==> src/rtl/nrisc_pkg.sv <==
// Shared definitions for the multicycle nRisc core: opcodes, controller states
// and instruction field positions.
package nrisc_pkg;

   typedef enum logic [2:0] {
      OP_ADD  = 3'b000,
      OP_LOG  = 3'b001,
      OP_ADDI = 3'b010,
      OP_LW   = 3'b011,
      OP_SW   = 3'b100,
      OP_BEQZ = 3'b101,
      OP_JR   = 3'b110,
      OP_HALT = 3'b111
   } opcode_t;

   typedef enum logic [2:0] {
      S_FETCH  = 3'd0,
      S_DECODE = 3'd1,
      S_EXEC   = 3'd2,
      S_MEM    = 3'd3,
      S_WB     = 3'd4,
      S_HALT   = 3'd5
   } state_t;

   localparam int OP_MSB  = 7;
   localparam int OP_LSB  = 5;
   localparam int RA_MSB  = 4;
   localparam int RA_LSB  = 3;
   localparam int RB_MSB  = 2;
   localparam int RB_LSB  = 1;
   localparam int F_BIT   = 0;
   localparam int IMM_MSB = 2;
   localparam int IMM_LSB = 0;

endpackage

==> src/rtl/nrisc_regfile.sv <==
// Four-entry register bank: one synchronous write port and three
// combinational read ports (two operands plus a debug tap).
module nrisc_regfile
   import nrisc_pkg::*;
#(
   parameter int DATA_W = 8
) (
   input  logic              clk,
   input  logic              reset,
   input  logic              we,
   input  logic [1:0]        wsel,
   input  logic [DATA_W-1:0] wdata,
   input  logic [1:0]        ra_sel,
   input  logic [1:0]        rb_sel,
   input  logic [1:0]        dbg_sel,
   output logic [DATA_W-1:0] ra_data,
   output logic [DATA_W-1:0] rb_data,
   output logic [DATA_W-1:0] dbg_data
);

   logic [DATA_W-1:0] regs [4];

   always_ff @(posedge clk) begin
      if (reset) begin
         for (int i = 0; i < 4; i++) regs[i] <= '0;
      end else if (we) begin
         regs[wsel] <= wdata;
      end
   end

   assign ra_data  = regs[ra_sel];
   assign rb_data  = regs[rb_sel];
   assign dbg_data = regs[dbg_sel];

endmodule

==> src/rtl/nrisc_multiciclo.sv <==
// Multicycle 8-bit-instruction nRisc core with one shared req/ready memory port.
// Memory request outputs are registered and derived from the next controller state.
module nrisc_multiciclo
   import nrisc_pkg::*;
#(
   parameter int DATA_W = 8,
   parameter int ADDR_W = 8
) (
   input  logic              Clock,
   input  logic              reset,
   output logic              mem_req,
   output logic              mem_we,
   output logic [ADDR_W-1:0] mem_addr,
   output logic [DATA_W-1:0] mem_wdata,
   input  logic [DATA_W-1:0] mem_rdata,
   input  logic              mem_ready,
   output logic [ADDR_W-1:0] pc_out,
   output logic              halted,
   input  logic [1:0]        dbg_sel,
   output logic [DATA_W-1:0] dbg_data
);

   localparam int NARROW_W = (ADDR_W < DATA_W) ? ADDR_W : DATA_W;

   state_t            state, state_d;
   logic [ADDR_W-1:0] pc, pc_d;
   logic [7:0]        ir;
   logic [DATA_W-1:0] a, b, alu_out, mdr;
   logic [DATA_W-1:0] alu_result, ra_data, rb_data, wb_data;
   logic [ADDR_W-1:0] a_addr, b_addr;
   opcode_t           op;
   logic [1:0]        ra_idx, rb_idx;
   logic              f;
   logic [2:0]        imm3;
   logic              accept;

   function automatic logic signed [DATA_W-1:0] sext_data(input logic [2:0] imm);
      return {{(DATA_W-3){imm[2]}}, imm};
   endfunction

   function automatic logic signed [ADDR_W-1:0] sext_addr(input logic [2:0] imm);
      return {{(ADDR_W-3){imm[2]}}, imm};
   endfunction

   assign op     = opcode_t'(ir[OP_MSB:OP_LSB]);
   assign ra_idx = ir[RA_MSB:RA_LSB];
   assign rb_idx = ir[RB_MSB:RB_LSB];
   assign f      = ir[F_BIT];
   assign imm3   = ir[IMM_MSB:IMM_LSB];
   assign accept = mem_req & mem_ready;

   // Register values used as addresses: truncated or zero-extended to ADDR_W.
   always_comb begin
      a_addr = '0;
      b_addr = '0;
      a_addr[NARROW_W-1:0] = a[NARROW_W-1:0];
      b_addr[NARROW_W-1:0] = b[NARROW_W-1:0];
   end

   always_comb begin
      alu_result = a;
      case (op)
         OP_ADD:  alu_result = f ? (a - b) : (a + b);
         OP_LOG:  alu_result = f ? (a | b) : (a & b);
         OP_ADDI: alu_result = a + sext_data(imm3);
         default: alu_result = a;
      endcase
   end

   always_comb begin
      state_d = state;
      pc_d    = pc;
      case (state)
         S_FETCH: begin
            if (accept) begin
               state_d = S_DECODE;
               pc_d    = pc + 1'b1;
            end
         end
         S_DECODE: state_d = S_EXEC;
         S_EXEC: begin
            case (op)
               OP_ADD, OP_LOG, OP_ADDI: state_d = S_WB;
               OP_LW, OP_SW:            state_d = S_MEM;
               OP_BEQZ: begin
                  state_d = S_FETCH;
                  if (a == '0) pc_d = pc + sext_addr(imm3);
               end
               OP_JR: begin
                  state_d = S_FETCH;
                  pc_d    = a_addr;
               end
               default: state_d = S_HALT;
            endcase
         end
         S_MEM: begin
            if (accept) state_d = (op == OP_SW) ? S_FETCH : S_WB;
         end
         S_WB:    state_d = S_FETCH;
         default: state_d = S_HALT;
      endcase
   end

   always_ff @(posedge Clock) begin
      if (reset) begin
         state     <= S_FETCH;
         pc        <= '0;
         ir        <= '0;
         a         <= '0;
         b         <= '0;
         alu_out   <= '0;
         mdr       <= '0;
         mem_req   <= 1'b0;
         mem_we    <= 1'b0;
         mem_addr  <= '0;
         mem_wdata <= '0;
      end else begin
         state     <= state_d;
         pc        <= pc_d;
         // Port outputs follow the state being entered, so they are held
         // unchanged for every cycle the access waits for ready.
         mem_req   <= (state_d == S_FETCH) || (state_d == S_MEM);
         mem_we    <= (state_d == S_MEM) && (op == OP_SW);
         mem_addr  <= (state_d == S_MEM) ? b_addr : pc_d;
         mem_wdata <= a;
         if (state == S_FETCH && accept) ir <= mem_rdata[7:0];
         if (state == S_DECODE) begin
            a <= ra_data;
            b <= rb_data;
         end
         if (state == S_EXEC) alu_out <= alu_result;
         if (state == S_MEM && accept) mdr <= mem_rdata;
      end
   end

   assign wb_data = (op == OP_LW) ? mdr : alu_out;
   assign halted  = (state == S_HALT);
   assign pc_out  = pc;

   nrisc_regfile #(.DATA_W(DATA_W)) u_regfile (
      .clk      (Clock),
      .reset    (reset),
      .we       (state == S_WB),
      .wsel     (ra_idx),
      .wdata    (wb_data),
      .ra_sel   (ra_idx),
      .rb_sel   (rb_idx),
      .dbg_sel  (dbg_sel),
      .ra_data  (ra_data),
      .rb_data  (rb_data),
      .dbg_data (dbg_data)
   );

endmodule
==> config.mk <==
export PLATFORM = sky130hd
export DESIGN_NAME = nrisc_multiciclo
export DESIGN_NICKNAME = d
export VERILOG_FILES = /design/src/rtl/nrisc_pkg.sv /design/src/rtl/nrisc_regfile.sv /design/src/rtl/nrisc_multiciclo.sv
export SDC_FILE = /design/constraint.sdc
export NUM_CORES = 1
export LEC_CHECK = 0
export CAP_MARGIN = 5
export CELL_PAD_IN_SITES_DETAIL_PLACEMENT = 1
export CELL_PAD_IN_SITES_GLOBAL_PLACEMENT = 2
export CORE_UTILIZATION = 35
export DETAILED_ROUTE_END_ITERATION = 7
export PLACE_DENSITY_LB_ADDON = 0.1
export SLEW_MARGIN = 20
export SYNTH_ARGS = -nofsm -noshare
export SYNTH_HDL_FRONTEND = slang
export SYNTH_SLANG_ARGS = --single-unit
==> constraint.sdc <==
create_clock -name Clock -period 5 [get_ports Clock]
set_clock_uncertainty 0.1 [all_clocks]
set_input_delay 1.5 -clock Clock [delete_from_list [all_inputs] [get_ports Clock]]
set_output_delay 1.5 -clock Clock [all_outputs]
set_load 0.1 [all_outputs]
# Yosys cells after proc, flatten, opt, wreduce, memory -nomap -nowiden
# Memory sizes are Yosys's and may differ from the RTL's. A register that Yosys moved wholly into a read port is not among the register bits.
# Index checks and enable logic that the tools add are counted.
# W data, S select, Z words.
# op_classes
muxes	22
n_eq_ne	12
add_sub_neg	5
n_reduce_logical	12
bitwise	3
# op_table
op	count
$mux W8	7
$pmux W8 S2	2
$add A8 B8 Y8	3
$pmux W8 S3	1
$eq A3 B2 Y1 const B	5
$eq A3 B3 Y1 const B	5
$pmux W3 S5	1
$logic_not A3 Y1	3
$mux W3	3
$pmux W3 S3	1
$add A8 B1 Y8 const B	1
$and A8 B8 Y8	1
$logic_not A8 Y1	1
$or A8 B8 Y8	1
$reduce_or A8 Y1	1
$sub A8 B8 Y8	1
$eq A3 B1 Y1 const B	2
$mux W1	6
$reduce_or A2 Y1	2
$logic_and A1 B1 Y1	3
$reduce_or A3 Y1	1
$mux W2	1
$and A1 B1 Y1	1
$logic_or A1 B1 Y1	1
# word_totals
n_memories	1
inputBits	13
elab_cells	64
out_inout_bits	35
reg_bits	53
ramBits	32
# memory_table
memory	depth	width	read_ports	rd_ports_with_merged_regs	write_ports	line_no	text
u_regfile.regs	4	8	3	2	4	nrisc_regfile.sv:21	logic [DATA_W-1:0] regs [4];

# Logic depth before layout (Yosys ltp)
# depth
ltp_word	6
mapped_depth	17
ltp_nobuf	16

# Cells and area by module
# From an unflattened synthesis, not the netlist that was laid out.
# hier_totals
hier_cells	652
hier_area_um2	6236.0
# modules_own_cells
module	area_each_um2	seq_area_each_um2	cells_per_inst	n_inst
nrisc_multiciclo	4367.9	1381.3	548	1
nrisc_regfile	1868.0	960.9	104	1

# Worst setup path before layout
# OpenSTA, ideal clock, no wires.
# synth_path
kind	input -> output
from	input dbg_sel[0]
to	output dbg_data[0]
arrival_ps	2760
t_required_ps	3400
stages	2
path_slack_ps	640
n_path_buf	1
path_cell_list	clkbuf_1 mux4_2
# synth_via
elab_chain_len	1
# synth_rtl
element	line_no	text
start: declaration	nrisc_multiciclo.sv:19	input logic [1:0] dbg_sel,
$mem_v2 Z4 W8	--	
end: declaration	nrisc_multiciclo.sv:20	output logic [DATA_W-1:0] dbg_data
# Every way passes these cells.

# Final worst setup path
# layout_path
from	input dbg_sel[0]
to	output dbg_data[2]
# The elaborated chain is that of the path after synthesis.

==> summary.txt <==
Worst setup path
  • Critical Path Stages: 4
  • Crit. End Element: primary output
  • Data required, critical path: roughly 3.4 ns
  • Arr. time, crit path: roughly 3.0 ns
  • R2R cell count: 16
  • CP top delay family: buffers and inverters
  • CP Buf/Inv Count: 3
  • WS Path Type: primary input to primary output
  • Crit path max fanout: 8
  • CP max-delay cell: mux4_2
  • Startpoint Class: primary input
  • CP cell instances: clkdlybuf4s50_1 > buf_4 > mux4_2 > buf_12
  • Largest stage delay, worst path: approximately 0.58 ns

Pwr
  • Peak VDD IR: between 0.00015 and 0.0002 V
  • Clock share of power: between 30 and 40%
  • Gate power share: between 20% and 30%
  • Internal power: between 1 and 1.5 mW
  • Flop pwr share: 44.7%
  • Power consumption: approximately 2 mW
  • Power Density: 297 mW/mm²
  • Net Sw Frac: between 30% and 40%
  • Switch Pwr: approximately 660 µW
  • LEAKAGE: between 2 and 3 nW

Final layout
  • Max reg flops: 32
  • Sequential cell area: 0.00234 mm²
  • Final Non-Filler Cells: 906
  • Final Cell Area: 0.00694 mm²
  • Final net count: about 700
  • Area Growth Syn to Fin: 17.1%
  • # fillers: 1930
  • Share of layout cells above drive strength 1: a little under an eighth
  • Most flop-heavy register: u_regfile.regs
  • Area of the multi-input gates: ~0.0034 mm²
  • # diodes: 0

Synth
  • Mapped Area: between 0.005 and 0.006 mm²
  • Flops & latches, synth: 101
  • Avg Cell Area, Syn: around 9 µm²
  • Seq/Total Area, Yosys: around two fifths
  • Yosys cell types: around 70
  • Most area-hungry cell type in the Yosys netlist: dfxtp_1
  • Syn Inst Count: roughly 650
  • Syn_nets: around 680
  • Ys flop type: dfxtp_1
  • Most common library cells after synthesis: nand2_1 (106), dfxtp_1 (69), nor2_1 (66)
  • Cell with the most instances after synthesis: nand2_1
  • Number of flops mapped to enable cells by yosys: 32
  • Synth warn: 0
  • Fraction of registers with async set/reset: 0%
  • Synth area leaders: dfxtp_1 (23%), edfxtp_1 (16%), mux4_2 (9.1%)
  • Top-area cell type share of the netlist area: between 20% and 30%

Clock tree
  • Post-CTS Hold Fix Bufs: 0
  • Post-CTS Repair Setup Buffers: 0
  • Post-CTS Resized: 0
  • Root Buffer: clkbuf_16
  • Clock transition at path regs: about 0.070 ns
  • H-Tree Depth: 3
  • Worst skew pair latency: around 0.36 ns
  • Clk sinks: 101
  • TritonCTS Buffers: 9
  • Clock Tree Buf Depth: 2
  • CTS tree: done

Timing
  • Final Slew Violations: 0
  • Worst hold slack: approximately 0.36 ns
  • Final Hold Fails: 0
  • Final Cycle Share: between 90% and 100%
  • Max Fclk: approximately 0.22 GHz
  • Actual slew at the worst max-slew pin: roughly 1.0 ns
  • Post-route minimum period: between 4 and 5 ns
  • Fin Setup TNS: 0 ns
  • RSZ-0062 raised after global routing: no
  • Relative slew slack: 32.3%
  • # setup viols final: 0

Place
  • Placed Instances: 890
  • HPWL Detailed: 13600 µm
  • Final Wtd Congestion: 0.772
  • I/O Buffers: 47
  • Placed instance area: about 0.0067 mm²

GRT
  • First-pass GRT wire length: 29800 µm
  • Largest net degree at the start of global routing: between 60 and 70
  • Initial antenna violation count: 0
  • Total global routing overflow: 0
  • Gr usage total: 22.5%
  • Vias in the first global route: around 5200

Die
  • Rows: 47
  • Die area: 0.0175 mm²
  • Initial Utilization: 35.7%
  • Ports: 48
  • Die X: 132 µm
  • Die Y: approximately 130 µm
  • Core Box Area: 0.0166 mm²

Drt
  • DRT Pass-1 Iters: 5
  • Final ANT Viol Nets: 0
  • DRC viols: 0
  • Iter 0 DRT Violations: 260
  • DR WL/cell: 20.7 µm
  • Routed vias/inst: approximately 5.6
  • Routed vias: 5079
  • Final WL: 18700 µm

Hold path
  • Cells on Worst Hold Path: 2
  • Hold crit path type: register to register

Status
  • Outcome: completed

Run
  • Max-Cap Viols: 0
[tightest hold or removal path, stage by stage (launching register included)]
cell     delay, ns
dfxtp_1       0.31
nand2_1       0.05
a21oi_1       0.06
[cell usage in the layout (no fill, tap or decap), drive strengths merged, types with 13 or more instances in the layout]
| cell | n |
|---|---|
| mux4 | 24 |
| xnor2 | 13 |
| clkdlybuf4s50 | 37 |
| nor2 | 67 |
| buf | 20 |
| o21ai | 38 |
| edfxtp | 32 |
| nand2 | 106 |
| ha | 17 |
| inv | 20 |
| dfxtp | 69 |
| a21oi | 64 |
[final cells by class]
type	count	area share, %
repair buffers	57	8.91
well taps	220	3.97
clock inverters	5	0.541
inverters	20	1.08
multi-input cells	492	48.4
clock buffers	11	3.35
flip-flops and latches	101	33.7
[worst paths after layout]
kind / startpoint / endpoint / slack (ns)
setup / recovery: dbg_sel[0] / dbg_data[2] / 0.44
hold / removal: mdr[5] / mdr[5] / 0.36
setup reg to reg: b[0] / alu_out[7] / 1.21
hold reg to reg: mdr[5] / mdr[5] / 0.36
[power groups by stage]
| stage | clock network (mW) | logic [mW] | registers [mW] |
|---|---|---|---|
| detailed placement | 0 | 0.471 | 0.939 |
| global placement | 0 | 0.461 | 0.938 |
| floorplan | 0 | 0.302 | 0.967 |
| global route | 0.725 | 0.510 | 0.925 |
| finish | 0.669 | 0.471 | 0.920 |
| CTS | 0.690 | 0.474 | 0.920 |
[logic make-up (layout without fill, tap and decap cells)]
family          Yosys count  in the layout  synth area share, %
flops                   101            101                 39.5
buf+inv                  59             93                 3.80
fa+ha+maj                24             24                 5.11
xor+xnor                 24             24                 3.55
mux                      33             33                 10.7
simple gates            243            243                 19.3
compound gates          168            168                 18.0
[per-stage QoR]
stage,utilization [%],setup slack (ns)
floorplan,-,0.640
global placement,40.2,0.479
detailed placement,40.2,0.442
CTS,41.9,0.439
global route,41.9,0.392
finish,41.9,0.444
[routing by layer]
layer | up-vias | track usage (%) | wire, µm
met5 | - | 0 | 0
met4 | 0 | 5.62 | 314
met3 | 26 | 3.96 | 612
met2 | 111 | 37.7 | 9130
met1 | 2529 | 29.9 | 8660
li1 | 2413 | - | -
(Power assumes the default switching activity.)
==> edit 1: new RTL, config.mk and constraints unchanged <==
Encoding of `state_t`: now one-hot (6 bits for 6 states).
--- a/src/rtl/nrisc_pkg.sv
+++ b/src/rtl/nrisc_pkg.sv
@@ -14,11 +14,11 @@
    } opcode_t;
 
-   typedef enum logic [2:0] {
-      S_FETCH  = 3'd0,
-      S_DECODE = 3'd1,
-      S_EXEC   = 3'd2,
-      S_MEM    = 3'd3,
-      S_WB     = 3'd4,
-      S_HALT   = 3'd5
+   typedef enum logic [5:0] {
+      S_FETCH  = 6'b000001,
+      S_DECODE = 6'b000010,
+      S_EXEC   = 6'b000100,
+      S_MEM    = 6'b001000,
+      S_WB     = 6'b010000,
+      S_HALT   = 6'b100000
    } state_t;
 
Check against the original RTL: same outputs for any inputs over 10 cycles, from zero or initial values and one cycle with reset high; not proved beyond that.
==> edit 1 against the unedited design <==
  * Area after synthesis grew 1.5%
  * Global-route usage shrank 0.62 points
  * Cell area grew 1.8%
  * Power shrank 3.8%
  * Sequential cell count grew 3
  * Setup slack gained 0.029 ns
  * Wire length grew 0.10%
  * Critical path depth is the same
  * Count of clock-buffer cells in the layout shrank 2
  * Critical path type unchanged
  * Largest cell class unchanged
==> edit 1: results (changes against the unedited design) <==
Setup crit end dbg_data[1]; Comb power frac 16.0% (-6.9 points); Leak 2.690 nW (+5.9%); top cells by area, synth dfxtp_1 (24%), edfxtp_1 (16%), mux4_2 (9.0%), nand2_1 (5.2%), nor2_1 (5.1%); Final non-clock buffer share 9.212% (+0.31 points); sequential-to-total area share from yosys stat 39.93% (+0.41 points); Layout Nets 712 (-0.14%); HPWL after DPL 13920 µm (+2.5%); Clk power 0.750 mW (+12%); clock buffers 9 (-2); Synth cell types 71 (+4.4%); max frequency 220.9 MHz (+0.63%); Worst R2R End alu_out[5]; post-CTS setup repair buffer count 0 (unchanged); IR drop worst, VDD 0.1802 mV (+2.2%); hold_sp alu_out[5]; nonclk buf count 61 (+7.0%); Crit Reg-Reg Startpoint b[0]; R2R cell count 13 (-3); Arrival @ worst endpoint 2.93 ns (-0.03 ns); GP Congestion 0.8205 (+6.4%); status finished clean; GR Util All Layers 21.84% (-0.62 points); post-synthesis xor/xnor area fraction 3.785% (+0.24 points); Post-Synth Adder-Cell Area 5.032% (-0.076 points); Psw 0.5749 mW (-14%); DP Area 6745 µm² (+1.1%); Vias 4941 (-2.7%); Iteration-0 DRC Markers 229 (-12%); share of cells above drive strength 1 11.68% (-0.13 points); fraction of area in clock buffers and inverters 4.500% (+0.61 points); CTS Root Cell clkbuf_16; multiplexer share of the synthesized area 13.02% (+2.3 points); DR WL/cell 20.70 µm (+0.21%); Pre-antenna DRT Iters 4 (-1); fraction of area in multi-input gates 47.32% (-1.1 points); Seq cells post-synth 104 (+3.0%); post-synthesis compound-gate area fraction 14.45% (-3.6 points); worst slack, placed 0.4741 ns (+0.03219 ns); post-synthesis cell area 6017 µm² (+1.5%); count of multi-input gates 484 (-1.6%); Seq/total area 34.01% (+0.26 points); Post-synth top cells nand2_1 (83), nor2_1 (81), dfxtp_1 (72), a21oi_1 (58), clkbuf_1 (35); Mapped Nets 687 (+0.44%)
edit 1: metrics by stage:
step / hold WS [ns] / power, mW / instances
after detailed placement: 0.3569 / 1.253 / 889
final: 0.3693 / 1.982 / 905
after floorplan: 0.3316 / 1.149 / 655
after CTS: 0.3679 / 2.005 / 905
after global routing: 0.4062 / 2.062 / 905
after global placement: 0.3462 / 1.249 / 889
edit 1: logic make-up after synthesis:
kind of cell               count (synthesis)
and+or+nand+nor                          247
xor gates and xnor gates                  26
AOI/OAI and AO/OA                        139
DFF                                      104
muxes                                     48
buffers and inverters                     67
adders and majority gates                 24
edit 1: per-layer routing:
layer	vias to the layer above	wire, µm	GRT usage [%]
met3	15	579	2.283
met2	75	8957	35.95
met1	2455	8962	30.52
met5	-	0	0
met4	0	231	5.934
li1	2396	-	-
edit 1: critical path, cell delays in order:
cell,delay [ns]
clkdlybuf4s50_1,0.45
buf_4,0.20
mux4_2,0.57
buf_12,0.19
==> edit 2: new RTL, same settings <==
Without the edit above. Put a register stage on the output `dbg_data`, cleared by the reset. The value now appears one clock later. The other outputs are not delayed to match.
--- a/src/rtl/nrisc_multiciclo.sv
+++ b/src/rtl/nrisc_multiciclo.sv
@@ -22,4 +22,6 @@
 
    localparam int NARROW_W = (ADDR_W < DATA_W) ? ADDR_W : DATA_W;
+
+   logic [DATA_W-1:0] dbg_data_d;
 
    state_t            state, state_d;
@@ -149,6 +151,14 @@
       .ra_data  (ra_data),
       .rb_data  (rb_data),
-      .dbg_data (dbg_data)
+      .dbg_data (dbg_data_d)
    );
 
+   always_ff @(posedge Clock) begin
+      if (reset) begin
+         dbg_data <= '0;
+      end else begin
+         dbg_data <= dbg_data_d;
+      end
+   end
+
 endmodule
Behaviour: not the same (Yosys sat finds a counterexample within 10 cycles, from zero or initial values and one cycle with reset high).
==> edit 2 against the unedited design <==
  * Setup slack gained 0.47 ns
  * Global-route usage grew 0.60 points
  * Area after synthesis grew 5.1%
  * Critical path depth shrank 1
  * Highest routed layer unchanged
  * Clock power grew 9.4%
  * Final cell count grew 3.8%
  * First-iteration DRC count shrank 1.5%
  * Power grew 5.6%
  * Sequential power grew 7.1%
  * Maximum frequency grew 12%
  * Cell area grew 3.5%
  * Sequential cell count grew 8
  * Wire length grew 6.9%
  * Die area grew 5.0%
==> edit 2: results (changes against the unedited design) <==
GP Congestion 0.8243 (+6.8%); Pre-antenna DRT Iters 4 (-1); top cells by area, synth dfxtp_1 (25%), edfxtp_1 (15%), mux4_2 (8.7%), nand2_1 (6.2%), a21oi_1 (5.8%); largest net degree at the start of global routing 59 (-3.3%); maximum fanout along the worst path 12 (+4); Synth cell types 65 (-4.4%); synth warn 0 (unchanged); Detailed Route WL 20000 µm (+6.9%); Leak 2.600 nW (+2.4%); Iteration-0 DRC Markers 256 (-1.5%); IR drop worst, VDD 0.2587 mV (+47%); Post-synth top cells nand2_1 (103), dfxtp_1 (77), a21oi_1 (72), nor2_1 (63), clkbuf_1 (33); relative slew slack 28.09% (-4.2 points); hold_sp mdr[3]; Mapped Nets 718 (+5.0%); Layout Nets 742 (+4.1%); FFs w/ async S/R, synth 0% (unchanged); Routed met3 length 824 µm (+35%); Period minus WS final 4.081 ns (-0.4748 ns); via-per-instance ratio 5.580 (-0.47%); WL met1 8993 µm (+3.9%); first-pass GRT wire length 31620 µm (+6.2%); R2R Setup Slk 1.13 ns (-0.08 ns); GR Util All Layers 23.06% (+0.60 points); sequential-to-total area share from yosys stat 40.18% (+0.67 points); HPWL after DPL 14690 µm (+8.1%); Arrival @ worst endpoint 2.48 ns (-0.48 ns); R2R cell count 16 (unchanged); status finished clean; worst hold endpoint mdr[3]; share of cells above drive strength 1 9.371% (-2.4 points)
==> edit 2: cell types whose count changed in the layout (fill, tap and decap cells not counted), sizes merged, moves of 4 or more <==
cell | before | now
and2 | 5 | 15
clkdlybuf4s50 | 37 | 46
a21oi | 64 | 72
buf | 20 | 12
dfxtp | 69 | 77
a31oi | 5 | 11
nor3 | 9 | 15
o21ai | 38 | 32
inv | 20 | 25
nand2b | 2 | 7
a22oi | 5 | 1
xnor2 | 13 | 17
==> edit 2: worst max-delay path: stages, from the launching register on <==
cell and delay, ns:
dfxtp_1 0.55, inv_1 0.19, nor3b_1 0.21, clkdlybuf4s50_1 1.16
==> edit 2: power groups by stage <==
stage / sequential, mW / combinational [mW] / clock [mW]
after global placement: 1.00 / 0.453 / 0
after CTS: 0.985 / 0.462 / 0.756
after global routing: 0.991 / 0.497 / 0.779
after floorplan: 1.07 / 0.263 / 0
after detailed placement: 1.01 / 0.459 / 0
final: 0.985 / 0.459 / 0.732
==> edit 2: cells by family after synthesis <==
family	after synthesis	synth area share [%]
compound gates	179	17.84
xor+xnor	26	3.657
fa+ha+maj	25	5.023
buf+inv	68	4.239
flops	109	40.18
mux	35	10.57
simple gates	244	18.49
==> edit 2: through the flow <==
| stage | worst slack, ns | instances | hold WS, ns | utilization (%) | power (mW) |
|---|---|---|---|---|---|
| floorplan | 0.3142 | 686 | 0.3360 | - | 1.331 |
| finish | 0.9193 | 940 | 0.3710 | 41.37 | 2.176 |
| global route | 0.7966 | 940 | 0.3996 | 41.37 | 2.267 |
| global placement | 1.284 | 924 | 0.3513 | 39.63 | 1.457 |
| detailed placement | 1.143 | 924 | 0.3607 | 39.63 | 1.465 |
| CTS | 0.8956 | 940 | 0.3727 | 41.37 | 2.203 |
==> edit 2: area by class of cell <==
class / instances / area [µm²]
multi-input combinational: 509 / 3461
inverter: 23 / 86.33
clock inverter: 6 / 62.56
timing repair buffer: 58 / 548.0
sequential: 109 / 2502
fill: 2001 / 10180
tap: 225 / 281.5
clock buffer: 10 / 239.0
==> edit 2: worst max-delay path by stage <==
| stage | start | endpoint | depth (start not counted) |
|---|---|---|---|
| 2_1_floorplan | state[1] | halted | 4 |
| 4_1_cts | state[0] | halted | 3 |
| 5_1_grt | state[0] | halted | 3 |
| 3_3_place_gp | b[0] | alu_out[7] | 16 |
| 6_report | state[0] | halted | 3 |
| 3_5_place_dp | b[0] | alu_out[7] | 16 |
==> edit 2: layer usage <==
| metal | vias to the layer above | GRT usage, % |
|---|---|---|
| li1 | 2521 | - |
| met1 | 2592 | 28.80 |
| met2 | 107 | 38.97 |
| met3 | 25 | 4.676 |
| met4 | 0 | 8.864 |
| met5 | - | 0 |
